$ cat config.mk
export PLATFORM = sky130hd
export DESIGN_NAME = frame_update_scheduler
export DESIGN_NICKNAME = d
export VERILOG_FILES = /design/src/rtl/frame_update_scheduler.sv
export SDC_FILE = /design/constraint.sdc
export NUM_CORES = 1
export LEC_CHECK = 0
export CAP_MARGIN = 20
export CELL_PAD_IN_SITES_DETAIL_PLACEMENT = 1
export CELL_PAD_IN_SITES_GLOBAL_PLACEMENT = 2
export CORE_ASPECT_RATIO = 0.7
export CORE_MARGIN = 5
export CORE_UTILIZATION = 30
export DETAILED_ROUTE_END_ITERATION = 12
export GPL_TIMING_DRIVEN = 1
export PLACE_DENSITY_LB_ADDON = 0.1
export SYNTH_ARGS = -nofsm -noshare
export SYNTH_HDL_FRONTEND = slang
export SYNTH_SLANG_ARGS = --single-unit
$ cat constraint.sdc
create_clock -name clk -period 2.1 [get_ports clk]
set_input_delay 0.42 -clock clk [delete_from_list [all_inputs] [get_ports clk]]
set_output_delay 0.42 -clock clk [all_outputs]
set_load 0.02 [all_outputs]
$ cat src/rtl/frame_update_scheduler.sv
// frame_update_scheduler
//   Frame-rate sequencer between the VGA timing generator and the game logic.
//   Every FRAME_DIV-th vertical sync it runs one request/acknowledge step on
//   the Pacman mover, then the ghost mover, then the bean map, and finally
//   latches the sprite coordinates that feed the display datapath. Display
//   coordinates therefore only change during vertical sync.
//
// Parameters
//   FRAME_DIV   vsync pulses per game step (1..255)
//   ACK_TIMEOUT cycles to wait for an ack before abandoning a phase
//   SPRITE      sprite edge in pixels, used by the collision check
//
// Ports
//   clk, clrn                       clock, asynchronous active-low reset
//   vs                              vertical sync, active-low, asynchronous
//   pac_x_in/pac_y_in               Pacman coordinates from the mover
//   ghost_x_in/ghost_y_in           ghost coordinates from the mover
//   pac_req/ack, ghost_req/ack,
//   bean_req/ack                    per-block step handshakes
//   pac_x/pac_y, ghost_x/ghost_y    latched coordinates to the display
//   busy                            step sequence in progress
//   timeout_err                     sticky: some phase timed out
//   overrun                         sticky: frame tick arrived while busy
//   collide                         one-cycle collision pulse
//
// Build option
//   COLLIDE_CHECK_EN  when defined, a collision comparator runs on the freshly
//                     latched coordinates; otherwise collide is tied low.
module frame_update_scheduler #(
  parameter int FRAME_DIV   = 4,
  parameter int ACK_TIMEOUT = 1024,
  parameter int SPRITE      = 32
) (
  input  logic       clk,
  input  logic       clrn,
  input  logic       vs,
  input  logic [9:0] pac_x_in,
  input  logic [8:0] pac_y_in,
  input  logic [9:0] ghost_x_in,
  input  logic [8:0] ghost_y_in,
  output logic       pac_req,
  input  logic       pac_ack,
  output logic       ghost_req,
  input  logic       ghost_ack,
  output logic       bean_req,
  input  logic       bean_ack,
  output logic [9:0] pac_x,
  output logic [8:0] pac_y,
  output logic [9:0] ghost_x,
  output logic [8:0] ghost_y,
  output logic       busy,
  output logic       timeout_err,
  output logic       overrun,
  output logic       collide
);

  localparam int WW = $clog2(ACK_TIMEOUT + 1);

  if (FRAME_DIV < 1 || FRAME_DIV > 255) begin : g_bad_div
    $error("FRAME_DIV out of range 1..255");
  end
  if (SPRITE < 1 || SPRITE > 511) begin : g_bad_sprite
    $error("SPRITE out of range 1..511");
  end

  typedef enum logic [2:0] {IDLE, PAC, GHOST, BEAN, LATCH} state_t;

  state_t          state, next;
  logic            vs_s1, vs_s2, vs_s3, tick;
  logic [7:0]      div_cnt;
  logic [WW-1:0]   wait_cnt;
  logic            start, in_phase, expired, phase_ack;

  // Two-flop synchronizer plus one history flop; the registered falling-edge
  // detect gives a tick three clocks after vs drops.
  always_ff @(posedge clk or negedge clrn) begin
    if (!clrn) begin
      vs_s1 <= 1'b0;
      vs_s2 <= 1'b0;
      vs_s3 <= 1'b0;
      tick  <= 1'b0;
    end else begin
      vs_s1 <= vs;
      vs_s2 <= vs_s1;
      vs_s3 <= vs_s2;
      tick  <= vs_s3 & ~vs_s2;
    end
  end

  assign start    = tick && (state == IDLE) && (div_cnt == 8'(FRAME_DIV - 1));
  assign in_phase = (state == PAC) || (state == GHOST) || (state == BEAN);
  assign expired  = (wait_cnt == WW'(ACK_TIMEOUT - 1));

  // State register
  always_ff @(posedge clk or negedge clrn) begin
    if (!clrn) state <= IDLE;
    else       state <= next;
  end

  // Next-state logic; only the current phase's ack is looked at
  always_comb begin
    next      = state;
    phase_ack = 1'b0;
    case (state)
      IDLE:  if (start) next = PAC;
      PAC:   begin
               phase_ack = pac_ack;
               if (pac_ack || expired) next = GHOST;
             end
      GHOST: begin
               phase_ack = ghost_ack;
               if (ghost_ack || expired) next = BEAN;
             end
      BEAN:  begin
               phase_ack = bean_ack;
               if (bean_ack || expired) next = LATCH;
             end
      LATCH: next = IDLE;
      default: next = IDLE;
    endcase
  end

  // Outputs decoded from state: at most one req can be high
  always_comb begin
    pac_req   = (state == PAC);
    ghost_req = (state == GHOST);
    bean_req  = (state == BEAN);
    busy      = (state != IDLE);
  end

  // Frame divider, phase watchdog and sticky error flags. Ticks seen while
  // busy are dropped without advancing the divider.
  always_ff @(posedge clk or negedge clrn) begin
    if (!clrn) begin
      div_cnt     <= '0;
      wait_cnt    <= '0;
      timeout_err <= 1'b0;
      overrun     <= 1'b0;
    end else begin
      if (tick) begin
        if (state == IDLE) div_cnt <= start ? '0 : div_cnt + 8'd1;
        else               overrun <= 1'b1;
      end
      if (next != state)  wait_cnt <= '0;
      else if (in_phase)  wait_cnt <= wait_cnt + WW'(1);
      if (in_phase && !phase_ack && expired) timeout_err <= 1'b1;
    end
  end

  // Display coordinates only move in LATCH
  always_ff @(posedge clk or negedge clrn) begin
    if (!clrn) begin
      pac_x   <= '0;
      pac_y   <= '0;
      ghost_x <= '0;
      ghost_y <= '0;
    end else if (state == LATCH) begin
      pac_x   <= pac_x_in;
      pac_y   <= pac_y_in;
      ghost_x <= ghost_x_in;
      ghost_y <= ghost_y_in;
    end
  end

`ifdef COLLIDE_CHECK_EN
  logic       latched_d;
  logic [9:0] dx;
  logic [8:0] dy;

  always_comb begin
    dx = (pac_x >= ghost_x) ? pac_x - ghost_x : ghost_x - pac_x;
    dy = (pac_y >= ghost_y) ? pac_y - ghost_y : ghost_y - pac_y;
  end

  // Compare on the cycle after LATCH so the new registers are used; the
  // pulse appears two cycles after LATCH.
  always_ff @(posedge clk or negedge clrn) begin
    if (!clrn) begin
      latched_d <= 1'b0;
      collide   <= 1'b0;
    end else begin
      latched_d <= (state == LATCH);
      collide   <= latched_d && (dx < 10'(SPRITE)) && (dy < 9'(SPRITE));
    end
  end
`else
  assign collide = 1'b0;
`endif

endmodule

==> impl_metrics.json, run 1 <==
{
  "ff2ff_setup_slack_ns": 0.31,
  "finalSetupViolations": 0,
  "cts_hold_buf": 0,
  "initial_core_util": 0.310,
  "via_count": 2009,
  "cts_sinks": 66,
  "n_fill_cell": 968,
  "core_mm2": 0.00914,
  "cts_buffers": 9,
  "internal_power_w": 0.00374,
  "synthCells": 215,
  "clkPwrFrac": 0.232,
  "cts_tree": "built",
  "slowest_delay_ns": 0.43,
  "gp_congestion": 0.744,
  "cts.htree.levels": 3,
  "slew_viol_final": 0,
  "p_leak_nw": 1.80,
  "r2r_start": "state[2]",
  "syn-num-nets": 261,
  "grt_pass1_wl_um": 11800,
  "syn_area_per_cell_um2": 13.2,
  "dr.first_iter.drc_count": 93,
  "synth_area_mm2": 0.00283,
  "critPathLaunchType": "register",
  "path_cells": "inv_1 -> nor3_1 -> buf_4 -> clkdlybuf4s15_1",
  "row_count": 29,
  "fin_skew_ns": 0.00360,
  "fin_crit_sh": 0.951,
  "slew_headroom": 0.668,
  "area_delta_synth_final_pct": 44.8,
  "combPwrFrac": 0.418,
  "grt_pass1_vias": 2206,
  "dpl.hpwl_um": 4960,
  "first_pass_iters": 4,
  "reg2reg_depth": 5,
  "path_class": "register to output port",
  "fp.dieH_um": 91.3,
  "worstMarginPinSlew_ns": 0.494,
  "fin_nets": 354,
  "routedWlPerCell_um": 16.2,
  "crit_path_max_fanout": 8,
  "status": "finished, final reports clean",
  "max_cap_viol_count": 0,
  "grtUsageTotal": 0.130,
  "p_sw_w": 0.00191,
  "layout_common_cells": "clkdlybuf4s50_1, dfrtp_1, mux2_2",
  "overflow": 0,
  "slowest_stage": "dfrtp_2",
  "timing.rr.end": "wait_cnt[10]",
  "crit_path_end_kind": "output port",
  "drc": 0,
  "yosys_register_bits": 66,
  "worst_hold_slack_ns": 0.0872,
  "grt_max_degree": 67,
  "power.density_mw_per_mm2": 1380,
  "hold_class": "primary input to async pin",
  "yosys_warnings": 0,
  "cts_setup_buffers": 0,
  "cp_data_required_time_ns": 1.68,
  "ant_nets": 0,
  "layout_commonest_cell": "clkdlybuf4s50_1",
  "seqPwrFrac": 0.350,
  "io_pins": 89,
  "period_needed_ns": 2.00,
  "clock.fmax_mhz": 501,
  "clkTransAtPathRegs_ns": 0.05,
  "cts_root_buffer": "clkbuf_16",
  "chipWidth_um": 126,
  "ys_seq_area_frac": 0.583,
  "cts.path.max_buffers": 2,
  "crit_buf_inv": 3,
  "wl_um": 7060,
  "placement.io_buffers": 87,
  "rsz0062_at_grt": "false",
  "tns_ns": 0,
  "drive_above_1_share": 0.215,
  "synth.distinct_cells": 40,
  "die-area_mm2": 0.0115,
  "arrival_ns": 1.58,
  "via_per_inst": 4.62,
  "switching_share": 0.337,
  "multi_input_area_mm2": 0.00108,
  "cpLargestDelayFamily": "buffers and inverters",
  "clock_latency_ns": 0.32,
  "hold_viol": 0,
  "antenna_found_initial": 0,
  "area.sequential_mm2": 0.00165,
  "ir_drop_mv": 0.681,
  "diodes": 0
}
==> worst reg2reg max path: cells and delay by family (launching register included) <==
family                 cells  cell delay, ns
AO/OA/AOI/OAI              2            0.53
AND/OR/NAND/NOR            2            0.53
buffers and inverters      1            0.19
flip-flops                 1            0.47
==> metrics by stage <==
step | utilization | power (W) | worst slack [ns] | cells | instance area, um2
after global routing | 0.448 | 0.00598 | 0.0119 | 435 | 4100
final | 0.448 | 0.00565 | 0.103 | 435 | 4100
after global placement | 0.420 | 0.00438 | 0.144 | 421 | 3840
after floorplan | - | 0.00327 | 0.333 | 215 | 2830
after detailed placement | 0.420 | 0.00440 | 0.0740 | 421 | 3840
after CTS | 0.448 | 0.00576 | 0.0465 | 435 | 4100
==> power by group through the flow <==
stage / Combinational [W] / Clock [W] / Sequential (W)
4_1_cts: 0.00240 / 0.00137 / 0.00199
2_1_floorplan: 0.000879 / 0 / 0.00239
3_3_place_gp: 0.00241 / 0 / 0.00197
5_1_grt: 0.00252 / 0.00142 / 0.00204
3_5_place_dp: 0.00241 / 0 / 0.00199
6_report: 0.00236 / 0.00131 / 0.00198
==> cell type report <==
type,count,share of cell area
flip-flops and latches,66,0.403
inverters,3,0.00275
well taps,124,0.0378
clock buffers,14,0.0619
repair buffers,95,0.231
multi-input cells,133,0.263
==> sequential cells by signal, summed over array words and instances (netlist names) <==
| register | count |
|---|---|
| wait_cnt | 11 |
| ghost_x | 10 |
| pac_x | 10 |
| ghost_y | 9 |
| pac_y | 9 |
| div_cnt | 8 |
| state | 3 |
| overrun | 1 |
| tick | 1 |
| timeout_err | 1 |
| vs_s1 | 1 |
| vs_s2 | 1 |
| vs_s3 | 1 |
==> cells in the mapped netlist <==
cell,count,area (um2)
a21o_1,3,22.5
a21oi_1,4,20.0
a32oi_1,1,8.76
and2_1,4,25.0
and3_1,5,31.3
and4_1,1,8.76
and4_4,1,11.3
and4b_1,1,10.0
buf_2,2,10.0
buf_4,4,30.0
buf_6,4,45.0
clkbuf_1,3,11.3
conb_1,1,3.75
dfrtp_1,66,1650
ha_1,2,25.0
inv_1,3,11.3
mux2_2,39,439
mux2i_1,2,20.0
nand2_1,7,26.3
nand2b_1,1,6.26
nand3_1,3,15.0
nand3_2,2,20.0
nand4_1,8,50.1
nor2_1,12,45.0
nor2b_1,1,6.26
nor3_1,2,10.0
nor3b_1,2,15.0
nor4_1,1,6.26
nor4b_4,1,23.8
o2111ai_1,1,8.76
o211ai_1,2,15.0
o21a_1,1,7.51
o21ai_0,5,25.0
o21ba_2,1,10.0
o22ai_1,1,6.26
o311a_1,1,10.0
or2b_1,1,7.51
or3_1,3,18.8
xnor2_1,5,43.8
xor2_1,8,70.1
==> cell families after synthesis <==
logic type,after synthesis,share of synthesized area
other cells,1,0.00132
buf+inv,16,0.0380
fa+ha+maj,2,0.00884
flops,66,0.583
compound gates,20,0.0473
simple gates,56,0.119
mux,41,0.162
xor+xnor,13,0.0402
==> routing by layer <==
layer,track usage,share of wire,up-vias
li1,-,-,942
met1,0.170,0.47,1002
met2,0.181,0.41,57
met3,0.0792,0.10,8
met4,0.0375,0.012,0
met5,0,0,-
==> worst max path at each step <==
stage,start,end,slack (ns),cells past startpoint
final,state[0],bean_req,0.10,4
after global routing,state[0],bean_req,0.01,4
after CTS,state[0],bean_req,0.05,4
after detailed placement,state[0],bean_req,0.07,4
after global placement,state[1],bean_req,0.14,4
after floorplan,state[0],wait_cnt[9],0.33,6
==> what timing repair did <==
action,4_1_cts,5_1_grt
endpoints found under the setup margin,4,1
resized for setup,7,1
endpoints found under the hold margin,0,0
No activity file was read; power rests on OpenSTA's default activity.
==> inputs of run 2 (changes only) <==
- PLACE_DENSITY: unset -> 0.84
- PLACE_DENSITY_LB_ADDON: 0.1 -> unset
==> impl_metrics.json, run 2 (synthesis gave the netlist of run 1 again) <==
{
  "r2r_start": "state[1]",
  "overflow": 0,
  "grtUsageTotal": 0.129,
  "crit_path_end_kind": "output port",
  "max_cap_viol_count": 0,
  "via_per_inst": 4.62,
  "setup_ws_ns": 0.131,
  "routedWlPerCell_um": 16.3,
  "fin_nets": 355,
  "die-area_mm2": 0.0115,
  "status": "finished, final reports clean",
  "startpoint": "state[2]",
  "arrival_ns": 1.55,
  "grt_pass1_vias": 2255,
  "n_fill_cell": 959,
  "dpl.hpwl_um": 5190,
  "antenna_found_initial": 0,
  "period_needed_ns": 1.97,
  "gp_congestion": 0.843,
  "hold_viol": 0,
  "cts_sinks": 66,
  "clock.fmax_mhz": 508,
  "placement.io_buffers": 87,
  "io_pins": 89,
  "path_class": "register to output port",
  "drive_above_1_share": 0.229,
  "cts_buffers": 9,
  "cts.path.max_buffers": 2,
  "top_register": "wait_cnt",
  "drc": 0,
  "instances_no_fill": 438,
  "top_regs": "wait_cnt: 11 flops, ghost_x: 10 flops, pac_x: 10 flops",
  "hold_class": "primary input to async pin",
  "fin_crit_sh": 0.937,
  "multi_input_area_mm2": 0.00108,
  "finalSetupViolations": 0,
  "chipWidth_um": 126,
  "layout_commonest_cell": "clkdlybuf4s50_1",
  "first_pass_iters": 4,
  "cts_tree": "built",
  "clock_latency_ns": 0.33,
  "ant_nets": 0,
  "cts_root_buffer": "clkbuf_16",
  "largest_reg_flops": 11,
  "post_cts_resized": 4,
  "fp.dieH_um": 91.3,
  "fin_skew_ns": 0.00446,
  "wl_um": 7160,
  "grt_pass1_wl_um": 11800,
  "crit_path_max_fanout": 10,
  "cp_data_required_time_ns": 1.68,
  "dr.first_iter.drc_count": 51,
  "initial_core_util": 0.310,
  "via_count": 2025,
  "rsz0062_at_grt": "false",
  "layout_common_cells": "clkdlybuf4s50_1, dfrtp_1, mux2_2",
  "path_cells": "or3_1 -> dlygate4sd2_1",
  "dp_cells": 422,
  "cts.htree.levels": 3,
  "power.density_mw_per_mm2": 1450,
  "diodes": 0,
  "slowest_delay_ns": 0.50,
  "cts_hold_buf": 0,
  "area_delta_synth_final_pct": 47.9,
  "clkTransAtPathRegs_ns": 0.05,
  "critPathLaunchType": "register",
  "p_leak_nw": 1.85,
  "cts_setup_buffers": 0,
  "dpl_worst_slack_ns": 0.176,
  "row_count": 29,
  "core_mm2": 0.00914,
  "area.sequential_mm2": 0.00165,
  "slew_viol_final": 0,
  "ir_drop_mv": 0.837,
  "tns_ns": 0,
  "grt_max_degree": 39,
  "slowest_stage": "dfrtp_1"
}
[run 2: area by class of cell]
type                            instances  area share
Tap cell                              124      0.0371
Multi-Input combinational cell        133       0.258
Sequential cell                        66       0.394
Inverter                                3     0.00269
Clock buffer                           13      0.0669
Clock inverter                          3      0.0164
Timing Repair Buffer                   96       0.225
[run 2: power by group]
group	internal [W]	switching (W)	total [W]
sequential	0.00171	0.000255	0.00196
clock	0.00117	0.000539	0.00171
combinational	0.00122	0.00117	0.00239
total	0.00409	0.00196	0.00606
[run 2: worst paths after layout]
kind	endpoint	slack (ns)	cells after the start
min in group clk	vs_s2	0.35	0
worst min-delay path	state[2]	0.02	1
worst max register to register	wait_cnt[3]	0.33	6
worst max-delay path	busy	0.13	2
worst min register to register	vs_s2	0.35	0
max in group asynchronous	ghost_y[3]	1.48	2
[run 2: worst max-delay path: cells and delay by family, from the launching register on]
family,cells,cell delay (ns)
buf+inv,1,0.34
simple gates,1,0.38
flops,1,0.50
[run 2: routing by layer]
metal / vias to the layer above / wire length, um / track usage
met5: - / 0 / 0
met4: 0 / 106 / 0.0420
met3: 10 / 575 / 0.0674
met2: 63 / 3270 / 0.193
met1: 1004 / 3210 / 0.163
li1: 948 / - / -
[run 2: stage by stage]
stage               hold WS [ns]  total power, W  instance area (um2)  utilization
floorplan                  0.124         0.00327                 2830            -
global placement           0.341         0.00434                 3840        0.420
detailed placement         0.347         0.00441                 3840        0.420
CTS                       0.0259         0.00615                 4180        0.457
global route              0.0418         0.00638                 4190        0.458
finish                    0.0185         0.00606                 4190        0.458
==> inputs of run 3 (changes only) <==
- PLACE_DENSITY: 0.84 -> 0.79
==> impl_metrics.json, run 3 (synthesis gave the netlist of run 1 again) <==
{
  "hold_class": "primary input to async pin",
  "diodes": 0,
  "fin_skew_ns": 0.00577,
  "ir_drop_mv": 0.747,
  "fin_nets": 356,
  "via_per_inst": 4.61,
  "period_needed_ns": 1.97,
  "drc": 0,
  "hold_viol": 0,
  "routedWlPerCell_um": 16.3,
  "clkTransAtPathRegs_ns": 0.05,
  "area_delta_synth_final_pct": 46.8,
  "initial_core_util": 0.310,
  "path_class": "register to output port",
  "crit_path_max_fanout": 9,
  "wl_um": 7140,
  "via_count": 2022,
  "dpl.hpwl_um": 5160,
  "grt_max_degree": 39,
  "ff2ff_setup_slack_ns": 0.27,
  "power.density_mw_per_mm2": 1410,
  "rsz0062_at_grt": "false",
  "antenna_found_initial": 0,
  "critPathLaunchType": "register",
  "grt_pass1_vias": 2287,
  "row_count": 29,
  "cp_data_required_time_ns": 1.68,
  "drive_above_1_share": 0.232,
  "fin_crit_sh": 0.937,
  "slew_viol_final": 0,
  "cts.htree.levels": 3,
  "gp_congestion": 0.806,
  "crit_path_end_kind": "output port",
  "layout_commonest_cell": "clkdlybuf4s50_1",
  "clock.fmax_mhz": 508,
  "ant_nets": 0,
  "largest_reg_flops": 11,
  "die-area_mm2": 0.0115,
  "layout_common_cells": "clkdlybuf4s50_1, dfrtp_1, mux2_2",
  "power.total_w": 0.00584,
  "grtUsageTotal": 0.131,
  "cts_buffers": 9,
  "cpLargestDelayFamily": "flip-flops",
  "cts_setup_buffers": 0,
  "cts_sinks": 66,
  "core_mm2": 0.00914,
  "placement.io_buffers": 87,
  "cts_tree": "built",
  "crit_buf_inv": 1,
  "io_pins": 89,
  "p_leak_nw": 1.84,
  "max_cap_viol_count": 0,
  "finalSetupViolations": 0,
  "fp.dieH_um": 91.3,
  "overflow": 0,
  "clock_latency_ns": 0.33,
  "chipWidth_um": 126,
  "arrival_ns": 1.55,
  "cts.path.max_buffers": 2,
  "slowest_delay_ns": 0.47,
  "dr.first_iter.drc_count": 48,
  "tns_ns": 0,
  "status": "finished, final reports clean",
  "first_pass_iters": 4,
  "grt_pass1_wl_um": 11800,
  "path_cells": "or3_1 -> dlygate4sd2_1",
  "top_register": "wait_cnt",
  "cts_root_buffer": "clkbuf_16",
  "top_regs": "wait_cnt: 11 flops, ghost_x: 10 flops, pac_x: 10 flops",
  "slowest_stage": "dfrtp_1"
}
run 3: changes by cell type in the layout (fill, tap and decap cells not counted), sizes merged:
cell / delta
clkinv: +3
buf: +1
clkbuf: -2
bufinv: -1
run 3: timing repair:
action,in CTS,in global routing
endpoints found under the setup margin,4,1
gates resized for setup,5,1
hold buffers,0,0
run 3: layer usage:
metal / track usage / vias to the layer above / part of all wire
met5: 0 / - / 0
met4: 0.0384 / 0 / 0.012
met3: 0.0856 / 8 / 0.10
met2: 0.202 / 59 / 0.46
met1: 0.151 / 1007 / 0.43
li1: - / 948 / -
run 3: layout make-up:
class | count | area [um2]
timing repair buffer | 97 | 961
fill | 986 | 4990
sequential | 66 | 1650
clock buffer | 11 | 243
inverter | 3 | 11.3
multi-input combinational | 133 | 1080
clock inverter | 5 | 53.8
tap | 124 | 155
run 3: where the power goes:
group,internal [W],switching (W)
clock network,0.000946,0.000536
logic,0.00124,0.00115
registers,0.00171,0.000266
run 3: worst paths after layout:
check	depth (start not counted)	startpoint	to
worst max-delay path	2	state[1]	busy
worst max register to register	6	state[1]	wait_cnt[3]
worst min-delay path	1	clrn	pac_y[3]
worst min register to register	0	vs_s1	vs_s2
min in group clk	0	vs_s1	vs_s2
max in group asynchronous	2	clrn	wait_cnt[1]
run 3: stage by stage:
step / setup WS, ns / util / instance area (um2) / std cells / hold slack (ns)
global route: 0.0536 / 0.454 / 4160 / 439 / 0.0541
finish: 0.133 / 0.454 / 4160 / 439 / 0.0341
detailed placement: 0.105 / 0.422 / 3860 / 423 / 0.338
global placement: 0.204 / 0.422 / 3860 / 423 / 0.333
floorplan: 0.333 / - / 2830 / 215 / 0.124
CTS: 0.0933 / 0.454 / 4150 / 439 / 0.0365
==> variant 1 (flow settings as in run 1) <==
Encoding of `state_t`: now Gray code (3 bits for 5 states).
--- a/src/rtl/frame_update_scheduler.sv
+++ b/src/rtl/frame_update_scheduler.sv
@@ -63,7 +63,7 @@
     $error("SPRITE out of range 1..511");
   end
 
-  typedef enum logic [2:0] {IDLE, PAC, GHOST, BEAN, LATCH} state_t;
+  typedef enum logic [2:0] {IDLE = 3'b000, PAC = 3'b001, GHOST = 3'b011, BEAN = 3'b010, LATCH = 3'b110} state_t;
 
   state_t          state, next;
   logic            vs_s1, vs_s2, vs_s3, tick;
Check against the original RTL: no difference found for any inputs over 10 cycles, from zero or initial values; not proved beyond that.
==> variant 1 against run 1 <==
Worst setup slack better by 0.070 ns; clock skew is 0.0012 ns higher; sequential cell count stayed put; synthesized area is 1.9% higher; cell count is 0.46% higher; cell area is 2.1% higher; routed wire length is 5.1% lower; register-to-register slack hardly changed; non-clock buffer count is 1 higher; total power is 0.92% higher.
==> variant 1: results (changes against run 1) <==
Status
  • Run status: completed (unchanged)

Floorplanning
  • Overall die area: 0.0117 mm^2 (was 0.0115 mm^2)

Cells and area
  • Final #Nets: 351 (was 354)
  • Layout cell share with drive strength beyond 1: 0.207 (was 0.215)
  • Count of non-filler cells in the finished layout: 437 (was 435)
  • Antenna Cells: 0 (unchanged)
  • Fill count: 1013 (was 968)

Setup path
  • Peak fanout along the critical path: 9 (was 8)
  • Delay-heaviest family, CP: flip-flops (was buffers and inverters)
  • Slowest stage cell, crit path: sky130_fd_sc_hd__dfrtp_1 (was sky130_fd_sc_hd__dfrtp_2)
  • Worst Path Arrival: 1.51 ns (was 1.58 ns)

Clock tree
  • Later-pin clock latency in the skew report: 0.32 ns (about the same)

Synthesis
  • Sequential cell area fraction in the yosys report: 0.572 (was 0.583)
  • Most numerous cell types in the synthesized netlist: sky130_fd_sc_hd__dfrtp_1 (66), sky130_fd_sc_hd__mux2_1 (20), sky130_fd_sc_hd__mux2_2 (18), sky130_fd_sc_hd__nor3_2 (11) (was sky130_fd_sc_hd__dfrtp_1 (66), sky130_fd_sc_hd__mux2_2 (39), sky130_fd_sc_hd__nor2_1 (12), sky130_fd_sc_hd__nand4_1 (8), sky130_fd_sc_hd__xor2_1 (8))
  • Largest cells by area after synthesis: sky130_fd_sc_hd__dfrtp_1 (57%), sky130_fd_sc_hd__mux2_1 (7.8%), sky130_fd_sc_hd__mux2_2 (7.0%) (was sky130_fd_sc_hd__dfrtp_1 (58%), sky130_fd_sc_hd__mux2_2 (16%), sky130_fd_sc_hd__xor2_1 (2.5%))
  • Gate count after technology mapping: 209 (was 215)
  • Net Count, Synth: 255 (was 261)

Placed design
  • Placed cells: 422 (was 421)
  • Routability-driven placement congestion ratio: 0.668 (was 0.744)
  • Post-detailed-placement half-perimeter wirelength: 4.86 mm (was 4.96 mm)
  • Worst setup slack after placement: 0.224 ns (was 0.0740 ns)

Pwr
  • Cell internal power dissipation: 3.78 mW (was 3.74 mW)
  • Relative contribution of sequential cells to total power: 0.345 (was 0.350)
  • Leakage power total: 1.82 nW (was 1.80 nW)
  • Worst IR drop on VDD: 0.494 mV (was 0.681 mV)

Global routing
  • First-pass GRT wire length: 11.2 mm (was 11.8 mm)
  • Overall track demand over capacity in global routing: 0.121 (was 0.130)

Drt
  • Initial drt markers: 129 (was 93)
  • Aggregate routed wire length: 6.71 mm (was 7.06 mm)
  • Ratio of routed vias to standard cells: 4.36 (was 4.62)

Timing
  • Setup skew after layout: 0.00480 ns (was 0.00360 ns)
[variant 1: logic make-up (layout without fill, tap and decap cells)]
logic type | count (synthesis) | in the layout | synth area share
adders and majority gates | 2 | 2 | 0.00867
AOI/OAI and AO/OA | 12 | 12 | 0.0303
and+or+nand+nor | 57 | 57 | 0.151
buffers and inverters | 16 | 116 | 0.0360
muxes | 40 | 40 | 0.155
other | 1 | 1 | 0.00130
DFF | 66 | 66 | 0.572
xor gates and xnor gates | 15 | 15 | 0.0455
[variant 1: routing by layer]
metal / global-route usage / part of all wire / up-vias
li1: - / - / 912
met1: 0.158 / 0.47 / 940
met2: 0.187 / 0.48 / 40
met3: 0.0425 / 0.044 / 12
met4: 0.0402 / 0.012 / 0
met5: 0 / 0 / -
[variant 1: repair_timing]
action / 4_1_cts / 5_1_grt
endpoints found under the setup margin: 4 / 0
buffers inserted: 0 / 0
resized for setup: 4 / 0
[variant 1: path summary, 6_finish.rpt]
kind,from,to,slack (ns),cells after the start
worst max-delay path,state[1]$_DFF_PN0_,busy,0.17,2
worst min-delay path,clrn,ghost_y[2]$_DFFE_PN0N_,0.09,2
worst max register to register,div_cnt[4]$_DFFE_PN0P_,wait_cnt[7]$_DFFE_PN0P_,0.31,6
worst min register to register,vs_s1$_DFF_PN0_,vs_s2$_DFF_PN0_,0.35,0
max in group asynchronous,clrn,div_cnt[0]$_DFFE_PN0P_,1.68,2
min in group clk,vs_s1$_DFF_PN0_,vs_s2$_DFF_PN0_,0.35,0
[variant 1: area by class of cell]
class / count / area [um^2] / share of cell area
clock buffers: 12 / 256 / 0.0613
repair buffers: 96 / 953 / 0.228
flip-flops and latches: 66 / 1650 / 0.394
well taps: 128 / 160 / 0.0383
clock inverters: 3 / 15.0 / 0.00359
inverters: 5 / 18.8 / 0.00448
multi-input cells: 127 / 1130 / 0.270
==> variant 2 (flow settings as in run 1) <==
Made on the original files. The option `COLLIDE_CHECK_EN` is turned on by a define.
--- a/src/rtl/frame_update_scheduler.sv
+++ b/src/rtl/frame_update_scheduler.sv
@@ -26,6 +26,8 @@
 // Build option
 //   COLLIDE_CHECK_EN  when defined, a collision comparator runs on the freshly
 //                     latched coordinates; otherwise collide is tied low.
+`define COLLIDE_CHECK_EN
+
 module frame_update_scheduler #(
   parameter int FRAME_DIV   = 4,
   parameter int ACK_TIMEOUT = 1024,
Behaviour: no difference found for any inputs over 10 cycles, from zero or initial values; that may be too few to reach the edited logic, so the function may still have changed.
==> variant 2 against run 1 <==
The run now ends with setup timing left; non-clock buffer count rose by 90; first-iteration DRC count rose by 34%; cell count rose by 88%; worst setup slack got worse by 0.46 ns; worst hold slack barely moved; critical path depth rose by 7; utilization rose by 3.4 points; routed wire length rose by 85%; combinational power rose to 3.4 times the old value; synthesized area rose by 43%; total power rose by 110%; clock skew rose by 0.0054 ns; cell area rose by 55%; sequential cell count rose by 2; highest routed layer unchanged.
==> variant 2: results (changes against run 1) <==
Clock tree
  • CTS resizes: 26 (was 7)
  • CTS max path bufs: 2 (unchanged)
  • Post-CTS setup buffers: 2 (was 0)

Synthesis
  • Syn avg cell area: 9.07 um^2 (was 13.2 um^2)
  • Most numerous cell types in the synthesized netlist: sky130_fd_sc_hd__dfrtp_1 (68), sky130_fd_sc_hd__nand2_1 (53), sky130_fd_sc_hd__o21ai_0 (50), sky130_fd_sc_hd__inv_1 (44), sky130_fd_sc_hd__ha_1 (38) (was sky130_fd_sc_hd__dfrtp_1 (66), sky130_fd_sc_hd__mux2_2 (39), sky130_fd_sc_hd__nor2_1 (12), sky130_fd_sc_hd__nand4_1 (8), sky130_fd_sc_hd__xor2_1 (8))
  • Adder-Cell Fraction of Synth Area: 0.118 (was 0.00884)
  • Multiplexer area fraction after synthesis: 0.0270 (was 0.162)
  • Sequential cell area fraction in the yosys report: 0.421 (was 0.583)
  • Distinct cell type count after synthesis: 49 (was 40)
  • Net Count, Synth: 527 (was 261)
  • Largest cells by area after synthesis: sky130_fd_sc_hd__dfrtp_1 (42%), sky130_fd_sc_hd__ha_1 (12%), sky130_fd_sc_hd__o21ai_0 (6.2%) (was sky130_fd_sc_hd__dfrtp_1 (58%), sky130_fd_sc_hd__mux2_2 (16%), sky130_fd_sc_hd__xor2_1 (2.5%))
  • Fraction of synthesized cell area in xor and xnor cells: 0.0390 (was 0.0402)
  • Fraction of the mapped netlist area in compound gates: 0.173 (was 0.0473)

Cells and area
  • Final #Nets: 708 (was 354)
  • Layout cell share with drive strength beyond 1: 0.271 (was 0.215)
  • Count of non-filler cells in the finished layout: 816 (was 435)
  • Fill count: 1524 (was 968)

Placed design
  • Placed cells: 798 (was 421)
  • Post-detailed-placement half-perimeter wirelength: 10.1 mm (was 4.96 mm)
  • Routability-driven placement congestion ratio: 0.872 (was 0.744)

Timing
  • Max-slew headroom: 0.736 (was 0.668)
  • Crit path setup slack, layout: -0.360 ns (was 0.103 ns)
  • Setup violators final: 1 (was 0)
  • Setup skew after layout: 0.00898 ns (was 0.00360 ns)

Drt
  • Ratio of routed vias to standard cells: 4.65 (was 4.62)
  • Aggregate routed wire length: 13.0 mm (was 7.06 mm)
  • Initial drt markers: 125 (was 93)

Setup path
  • Worst Path Arrival: 2.68 ns (was 1.58 ns)
  • Delay-heaviest family, CP: simple AND/OR/NAND/NOR gates (was buffers and inverters)
  • Number of cell instances on the worst register-to-register path: 11 (was 5)
  • Critical Path Start: pac_y[7]$_DFFE_PN0P_ (was state[0]$_DFF_PN0_)
  • Crit path largest cell delay: 0.42 ns
  • Peak fanout along the critical path: 5 (was 8)
  • Timing endpoint of the critical path: collide$_DFF_PN0_ (was bean_req)

Global routing
  • Via count of the first global-routing pass: 4194 (was 2206)
  • Overall track demand over capacity in global routing: 0.168 (was 0.130)
  • Maximum number of pins on one net before global-route repair: 69 (was 67)
  • First-pass GRT wire length: 21.3 mm (was 11.8 mm)

Pwr
  • Worst IR drop on VDD: 0.564 mV (was 0.681 mV)
  • Leakage power total: 2.93 nW (was 1.80 nW)

Status
  • Run status: finished with violations (was completed)
  • Violated checks: setup timing
-- variant 2: changes by cell type after synthesis, sizes merged, moves of 9 or more --
cell	run 1	this run
mux2	39	4
o21ai	5	50
nor2	12	35
clkbuf	3	12
nand2	7	53
a21oi	4	18
inv	3	44
ha	2	38
-- variant 2: per-layer routing --
metal | wire length, um | track usage | share of wire
met5 | 0 | 0 | 0
met4 | 85 | 0.0356 | 0.0065
met3 | 605 | 0.0448 | 0.046
met2 | 5660 | 0.251 | 0.43
met1 | 6690 | 0.243 | 0.51
-- variant 2: per-stage QoR --
| step | cell area [um^2] | total power [mW] | setup WS [ns] | hold WS (ns) | setup TNS [ns] |
|---|---|---|---|---|---|
| finish | 6350 | 11.6 | -0.360 | 0.0870 | -0.360 |
| global route | 6350 | 12.6 | -0.480 | 0.122 | -0.480 |
| CTS | 6280 | 11.4 | -0.389 | 0.112 | -0.389 |
| detailed placement | 5920 | 9.66 | -0.530 | 0.344 | -0.530 |
| global placement | 5920 | 9.51 | -0.536 | 0.346 | -0.536 |
| floorplan | 4130 | 6.07 | -0.443 | 0.124 | -0.443 |
-- variant 2: layout make-up --
type | count | area, um^2 | area share
Tap cell | 185 | 231 | 0.0364
Sequential cell | 68 | 1720 | 0.270
Clock buffer | 12 | 246 | 0.0388
Timing Repair Buffer | 185 | 1630 | 0.256
Inverter | 44 | 165 | 0.0260
Clock inverter | 4 | 26.3 | 0.00413
Multi-Input combinational cell | 318 | 2340 | 0.369
-- variant 2: power breakdown --
group	switching (mW)	total (mW)	internal (mW)
registers	0.421	2.20	1.78
logic	3.92	8.02	4.09
clock network	0.568	1.40	0.829
total	4.91	11.6	6.70
